===== src/rtl/alu_pkg.sv =====
// Shared ALU definitions: sequencer state encoding and nibble geometry.
package alu_pkg;

  typedef enum logic [1:0] {
    IDLE = 2'd0,
    RUN  = 2'd1,
    DONE = 2'd2
  } state_t;

  localparam int NIBBLE_W = 4;

endpackage


===== src/rtl/cla_serial_adder_if.sv =====
// Start/done handshake and operand/result bus between the ALU sequencer and the serial adder.
interface cla_serial_adder_if #(
  parameter int WIDTH = 16
);

  logic             start;
  logic             sub;
  logic             c_in;
  logic [WIDTH-1:0] a;
  logic [WIDTH-1:0] b;
  logic             busy;
  logic             done;
  logic [WIDTH-1:0] sum;
  logic             c_out;
  logic             ovf;
  logic             zero;

  // Sequencer side: issues requests, observes results.
  modport master (
    output start, sub, c_in, a, b,
    input  busy, done, sum, c_out, ovf, zero
  );

  // Adder side: accepts requests, produces results.
  modport slave (
    input  start, sub, c_in, a, b,
    output busy, done, sum, c_out, ovf, zero
  );

endinterface


===== src/rtl/cla_serial_adder_nibble.sv =====
// Combinational 4-bit carry-lookahead slice producing the nibble sum,
// the carry into bit 3 and the group propagate/generate.
module cla_nibble_slice (
  input  logic [3:0] a,
  input  logic [3:0] b,
  input  logic       cin,
  output logic [3:0] s,
  output logic       c3,
  output logic       p_grp,
  output logic       g_grp
);

  logic [3:0] p;
  logic [3:0] g;
  logic       c1;
  logic       c2;

  // Two-level lookahead carries and group terms, all computed from cin directly.
  always_comb begin
    p     = a ^ b;
    g     = a & b;
    c1    = g[0] | (p[0] & cin);
    c2    = g[1] | (p[1] & g[0]) | (p[1] & p[0] & cin);
    c3    = g[2] | (p[2] & g[1]) | (p[2] & p[1] & g[0]) | (p[2] & p[1] & p[0] & cin);
    p_grp = &p;
    g_grp = g[3] | (p[3] & g[2]) | (p[3] & p[2] & g[1]) | (p[3] & p[2] & p[1] & g[0]);
    s     = p ^ {c3, c2, c1, cin};
  end

endmodule


===== src/rtl/cla_serial_adder.sv =====
// Multi-cycle adder/subtractor: one nibble per clock through a lookahead slice,
// with a registered ripple carry linking consecutive nibbles.
module cla_serial_adder
  import alu_pkg::*;
#(
  parameter int WIDTH = 16
) (
  input  logic                clk,
  input  logic                rst_n,
  cla_serial_adder_if.slave   bus
);

  localparam int NIBBLES = WIDTH / NIBBLE_W;
  localparam int CNT_W   = (NIBBLES > 1) ? $clog2(NIBBLES) : 1;
  localparam logic [CNT_W-1:0] LAST_IDX = CNT_W'(NIBBLES - 1);

  state_t           state_q, state_d;
  logic [WIDTH-1:0] a_q, a_d;
  logic [WIDTH-1:0] b_q, b_d;
  logic             carry_q, carry_d;
  logic [CNT_W-1:0] idx_q, idx_d;
  logic [WIDTH-1:0] work_q, work_d;
  logic [WIDTH-1:0] sum_q, sum_d;
  logic             c_out_q, c_out_d;
  logic             ovf_q, ovf_d;
  logic             zero_q, zero_d;

  logic [NIBBLE_W-1:0] nib_a;
  logic [NIBBLE_W-1:0] nib_b;
  logic [NIBBLE_W-1:0] nib_s;
  logic                nib_c3;
  logic                nib_p;
  logic                nib_g;
  logic                accept;

  assign nib_a = a_q[idx_q*NIBBLE_W +: NIBBLE_W];
  assign nib_b = b_q[idx_q*NIBBLE_W +: NIBBLE_W];

  cla_nibble_slice u_slice (
    .a     (nib_a),
    .b     (nib_b),
    .cin   (carry_q),
    .s     (nib_s),
    .c3    (nib_c3),
    .p_grp (nib_p),
    .g_grp (nib_g)
  );

  // Next-state logic: accept requests in IDLE/DONE, step one nibble per RUN cycle,
  // and publish the full result only on the last nibble.
  always_comb begin
    state_d = state_q;
    a_d     = a_q;
    b_d     = b_q;
    carry_d = carry_q;
    idx_d   = idx_q;
    work_d  = work_q;
    sum_d   = sum_q;
    c_out_d = c_out_q;
    ovf_d   = ovf_q;
    zero_d  = zero_q;
    accept  = 1'b0;

    case (state_q)
      IDLE: begin
        accept = bus.start;
      end
      RUN: begin
        work_d[idx_q*NIBBLE_W +: NIBBLE_W] = nib_s;
        carry_d = nib_g | (nib_p & carry_q);
        idx_d   = idx_q + 1'b1;
        if (idx_q == LAST_IDX) begin
          idx_d   = '0;
          sum_d   = work_d;
          c_out_d = carry_d;
          ovf_d   = nib_c3 ^ carry_d;
          zero_d  = (work_d == '0);
          state_d = DONE;
        end
      end
      DONE: begin
        accept  = bus.start;
        state_d = IDLE;
      end
      default: begin
        state_d = IDLE;
      end
    endcase

    if (accept) begin
      a_d     = bus.a;
      b_d     = bus.b ^ {WIDTH{bus.sub}};
      carry_d = bus.sub ? 1'b1 : bus.c_in;
      idx_d   = '0;
      work_d  = '0;
      state_d = RUN;
    end
  end

  // State, datapath and result registers; reset aborts any operation in flight.
  always_ff @(posedge clk or negedge rst_n) begin
    if (!rst_n) begin
      state_q <= IDLE;
      a_q     <= '0;
      b_q     <= '0;
      carry_q <= 1'b0;
      idx_q   <= '0;
      work_q  <= '0;
      sum_q   <= '0;
      c_out_q <= 1'b0;
      ovf_q   <= 1'b0;
      zero_q  <= 1'b0;
    end else begin
      state_q <= state_d;
      a_q     <= a_d;
      b_q     <= b_d;
      carry_q <= carry_d;
      idx_q   <= idx_d;
      work_q  <= work_d;
      sum_q   <= sum_d;
      c_out_q <= c_out_d;
      ovf_q   <= ovf_d;
      zero_q  <= zero_d;
    end
  end

  assign bus.busy  = (state_q == RUN);
  assign bus.done  = (state_q == DONE);
  assign bus.sum   = sum_q;
  assign bus.c_out = c_out_q;
  assign bus.ovf   = ovf_q;
  assign bus.zero  = zero_q;

endmodule


===== src/flat_wrapper.sv =====
// flat-port wrapper written by rule: the top's interface ports become plain ports
module cla_serial_adder_flat import alu_pkg::*;
#(
  parameter int WIDTH = 16
)
  (clk, rst_n, bus_start, bus_sub, bus_c_in, bus_a, bus_b, bus_busy, bus_done, bus_sum, bus_c_out, bus_ovf, bus_zero);
  cla_serial_adder_if #(.WIDTH(WIDTH)) bus_i ();
  input  logic clk;
  input  logic rst_n;
  input wire logic [$bits(bus_i.start)-1:0] bus_start;
  input wire logic [$bits(bus_i.sub)-1:0] bus_sub;
  input wire logic [$bits(bus_i.c_in)-1:0] bus_c_in;
  input wire logic [$bits(bus_i.a)-1:0] bus_a;
  input wire logic [$bits(bus_i.b)-1:0] bus_b;
  output wire logic [$bits(bus_i.busy)-1:0] bus_busy;
  output wire logic [$bits(bus_i.done)-1:0] bus_done;
  output wire logic [$bits(bus_i.sum)-1:0] bus_sum;
  output wire logic [$bits(bus_i.c_out)-1:0] bus_c_out;
  output wire logic [$bits(bus_i.ovf)-1:0] bus_ovf;
  output wire logic [$bits(bus_i.zero)-1:0] bus_zero;
  assign bus_i.start = bus_start;
  assign bus_i.sub = bus_sub;
  assign bus_i.c_in = bus_c_in;
  assign bus_i.a = bus_a;
  assign bus_i.b = bus_b;
  assign bus_busy = bus_i.busy;
  assign bus_done = bus_i.done;
  assign bus_sum = bus_i.sum;
  assign bus_c_out = bus_i.c_out;
  assign bus_ovf = bus_i.ovf;
  assign bus_zero = bus_i.zero;
  cla_serial_adder #(.WIDTH(WIDTH)) u_core (.clk(clk), .rst_n(rst_n), .bus(bus_i));
endmodule

===== config.mk =====
export PLATFORM = sky130hd
export DESIGN_NAME = cla_serial_adder_flat
export DESIGN_NICKNAME = d
export VERILOG_FILES = /design/src/rtl/alu_pkg.sv /design/src/rtl/cla_serial_adder_if.sv /design/src/rtl/cla_serial_adder_nibble.sv /design/src/rtl/cla_serial_adder.sv /design/src/flat_wrapper.sv
export SDC_FILE = /design/constraint.sdc
export NUM_CORES = 1
export LEC_CHECK = 0
export ABC_AREA = 1
export BUFFER_PORTS_ARGS = -buffer_cell sky130_fd_sc_hd__buf_4
export CAP_MARGIN = 30
export CORE_ASPECT_RATIO = 0.7
export CORE_MARGIN = 2
export CORE_UTILIZATION = 51
export DETAILED_ROUTE_END_ITERATION = 10
export GPL_ROUTABILITY_DRIVEN = 0
export PLACE_DENSITY = 0.85
export SYNTH_ARGS = -nofsm -noshare
export SYNTH_HDL_FRONTEND = slang
export SYNTH_SLANG_ARGS = --single-unit

===== constraint.sdc =====
create_clock -name clk -period 2.6 [get_ports clk]
set_input_delay 0 -clock clk [delete_from_list [all_inputs] [get_ports clk]]
set_output_delay 0 -clock clk [all_outputs]
set_load 0.005 [all_outputs]

==> flow_summary.ini <==
[global_routing]
grtUsageMet1 = 0.313
grt_max_degree = 73
grt_pass1_wl_um = 14100
busiest_layer = met2
antenna_found_initial = 0
overflow = 0
grt_pass1_vias = 3029
gr-usage-met2 = 0.374
gr-usage-met3 = 0.0545
grtUsageTotal = 0.232

[cts]
ctsLongestPathBuffers = 2
clkTransAtPathRegs_ns = 0.07
root_buffer = clkbuf_8
cts_sinks = 72
h-tree-depth = 3
cts_buffers = 9
insertion_delay_ns = 0.36
cts_tree = yes

[synth]
yosys_warnings = 0
avgSynthCellArea_um2 = 8.95
ys_types = 30
ys_ff_latch = 72
syn-num-nets = 455
syn_inst = 406
syn-cell-area_um2 = 3630
ys_seq_area_frac = 0.496

[worst_setup_path]
crit_path_frequent_cell = nand3_1
cpMaxStageDelayCell = fa_2
r2r-end = u_core.bus.zero
startpoint = u_core.idx_q[0]
cp_slowest_stage_delay_ns = 0.53
reg2reg_from = u_core.idx_q[0]
path_class = reg -> reg
r2r_setup_slack_ns = 0.12
crit_end = u_core.bus.zero
crit_chain = buf_4 > o21ai_0 > o22ai_2 > fa_2 > nand3_2 > nor2_1 > a21oi_2 > nand3_1 > nor2_4 > nand2_2 > nor2_2 > nand3_1 > nand2_1
required_ns = 2.90
path_buf_inv = 1
critPathArrivalTime_ns = 2.78
r2r_cells = 13
critical_path_depth = 13
cp_top_family = simple AND/OR/NAND/NOR gates
crit_path_start_kind = flip-flop
cp_max_fo = 18
cp-end-kind = flip-flop

[sta]
final-hold-violation-count = 0
max_freq_ghz = 0.403
drv_slew = 0
fin_worst_hold_slack_ns = 0.116
worst_pin_slew_ns = 0.871
setup_slack_ns = 0.120
period_share = 0.954
setup_viol = 0
slew_headroom = 0.419
skew_ns = 0.00693
min_period_ns = 2.48

[placed_design]
hpwl_um = 5950
dpl_cell_area_um2 = 4160
dp_cells = 547
numPortBuffers = 57
place_ws_ns = 0.0768

[die]
start_util = 0.533
dieWidth_um = 105
coreArea_um2 = 6820
pin_count = 58
die_y_um = 74.6
core.rowCount = 25
die_area_um2 = 7830

[pwr]
switching_share = 0.451
clkPwrFrac = 0.146
p_int_mw = 3.43
seq_power_share = 0.307
power.net_switching_mw = 2.81
power_mw = 6.23
p_per_area_nw_per_um2 = 1310
ir_worst_vdd_uv = 650
combPwrFrac = 0.547
leakage_nw = 2.26

[detailed_routing]
routed_via_density = 5.36
drc = 0
drt.antenna.violating_nets = 0
drt_iter0_drc = 343
first_pass_iters = 5
vias = 3213
wl_um = 8870
drt-wirelength-per-cell_um = 14.8

[cells_and_area]
multi_input_area_um2 = 1650
nNetsFinal = 550
synthToLayoutAreaGrowth_pct = 30.7
drive_gt1_frac = 0.273
design_area_um2 = 4750
fill_cells = 512
mostFrequentLayoutCells = nand2_1 (86), dfrtp_1 (72), buf_4 (65)
register_area_um2 = 1800
final_cells = 600
antenna_cells = 0
final_common_cell = nand2_1

[status]
status = completed

[flow_run]
cap_violations = 0

[worst_hold_path]
hp-class = in -> reg
-- worst min-delay path: stages --
cell	delay [ns]
buf_4	0.20
xnor2_1	0.17
o21ai_0	0.06
-- timing repair --
| item | CTS | global route |
|---|---|---|
| hold buffers | 34 | 0 |
| endpoints found under the hold margin | 105 | 0 |
| setup buffers | 0 | 3 |
| setup endpoints to repair | 0 | 10 |
| gates resized for setup | 0 | 7 |
-- power groups by stage --
stage	clock, mW	combinational [mW]	sequential, mW
finish	0.911	3.41	1.91
global route	0.957	3.74	1.96
CTS	0.922	3.23	1.89
detailed placement	0	3.16	1.91
global placement	0	3.03	1.89
floorplan	0	2.31	1.84
-- synth_stat cells --
library cell	number	share of area
buf_2	5	0.0069
o211ai_1	1	0.0021
buf_4	1	0.0021
o22a_1	1	0.0024
or2_1	1	0.0017
or2_2	2	0.0034
o21ai_1	6	0.0083
ha_1	11	0.038
a21oi_2	2	0.0048
o22ai_1	17	0.029
nor2_4	3	0.0093
o21ai_0	55	0.076
nand3_2	4	0.011
a31oi_1	1	0.0017
fa_1	1	0.0055
clkbuf_1	9	0.0093
nor3_2	1	0.0028
nor2_1	32	0.033
mux2_2	16	0.050
nand2_2	8	0.014
clkinv_1	1	0.0010
inv_2	11	0.011
nand4_1	6	0.010
a21oi_1	1	0.0014
inv_1	25	0.026
nor2_2	4	0.0069
nand3_1	7	0.0096
dfrtp_1	72	0.50
xnor2_1	16	0.039
nand2_1	86	0.089
-- cells by family after synthesis --
| logic type | Yosys count | synth area share |
|---|---|---|
| compound gates | 84 | 0.126 |
| xor+xnor | 16 | 0.0386 |
| fa+ha+maj | 12 | 0.0434 |
| buf+inv | 52 | 0.0565 |
| flops | 72 | 0.496 |
| mux | 16 | 0.0496 |
| simple gates | 154 | 0.191 |
-- worst min path at each step --
stage            start                  to  slack, ns  cells past startpoint
2_1_floorplan    rst_n       u_core.a_q[0]      -0.30                      0
3_3_place_gp     rst_n  u_core.bus.sum[11]       0.16                      1
3_5_place_dp     rst_n  u_core.bus.sum[11]       0.17                      1
4_1_cts        bus_sub       u_core.b_q[5]       0.11                      3
5_1_grt        bus_sub      u_core.b_q[11]       0.14                      3
6_report       bus_sub       u_core.b_q[8]       0.12                      3
-- sequential cells by signal, summed over array words and instances, names as in the netlist --
register / flops
u_core.a_q: 16
u_core.b_q: 16
u_core.bus.sum: 16
u_core.work_q: 16
u_core.idx_q: 2
u_core.state_q: 2
u_core.bus.c_out: 1
u_core.bus.ovf: 1
u_core.bus.zero: 1
u_core.carry_q: 1
-- layer usage --
metal / routed length, um / vias to the layer above / part of all wire
met4: 165 / 0 / 0.019
li1: - / 1523 / -
met1: 4050 / 1537 / 0.46
met3: 517 / 29 / 0.058
met2: 4140 / 124 / 0.47
met5: 0 / - / 0
-- through the flow --
stage | utilization | TNS [ns]
2_1_floorplan | - | 0
3_3_place_gp | 0.610 | 0
3_5_place_dp | 0.610 | 0
4_1_cts | 0.690 | 0
5_1_grt | 0.697 | -0.0117
6_report | 0.697 | 0
-- cell type report --
class	count	area share
sequential	72	0.379
multi-input combinational	282	0.348
timing repair buffer	99	0.174
clock buffer	11	0.0319
inverter	37	0.0305
tap	94	0.0247
clock inverter	5	0.0116
Note: power is estimated with default switching activity, not from simulation.
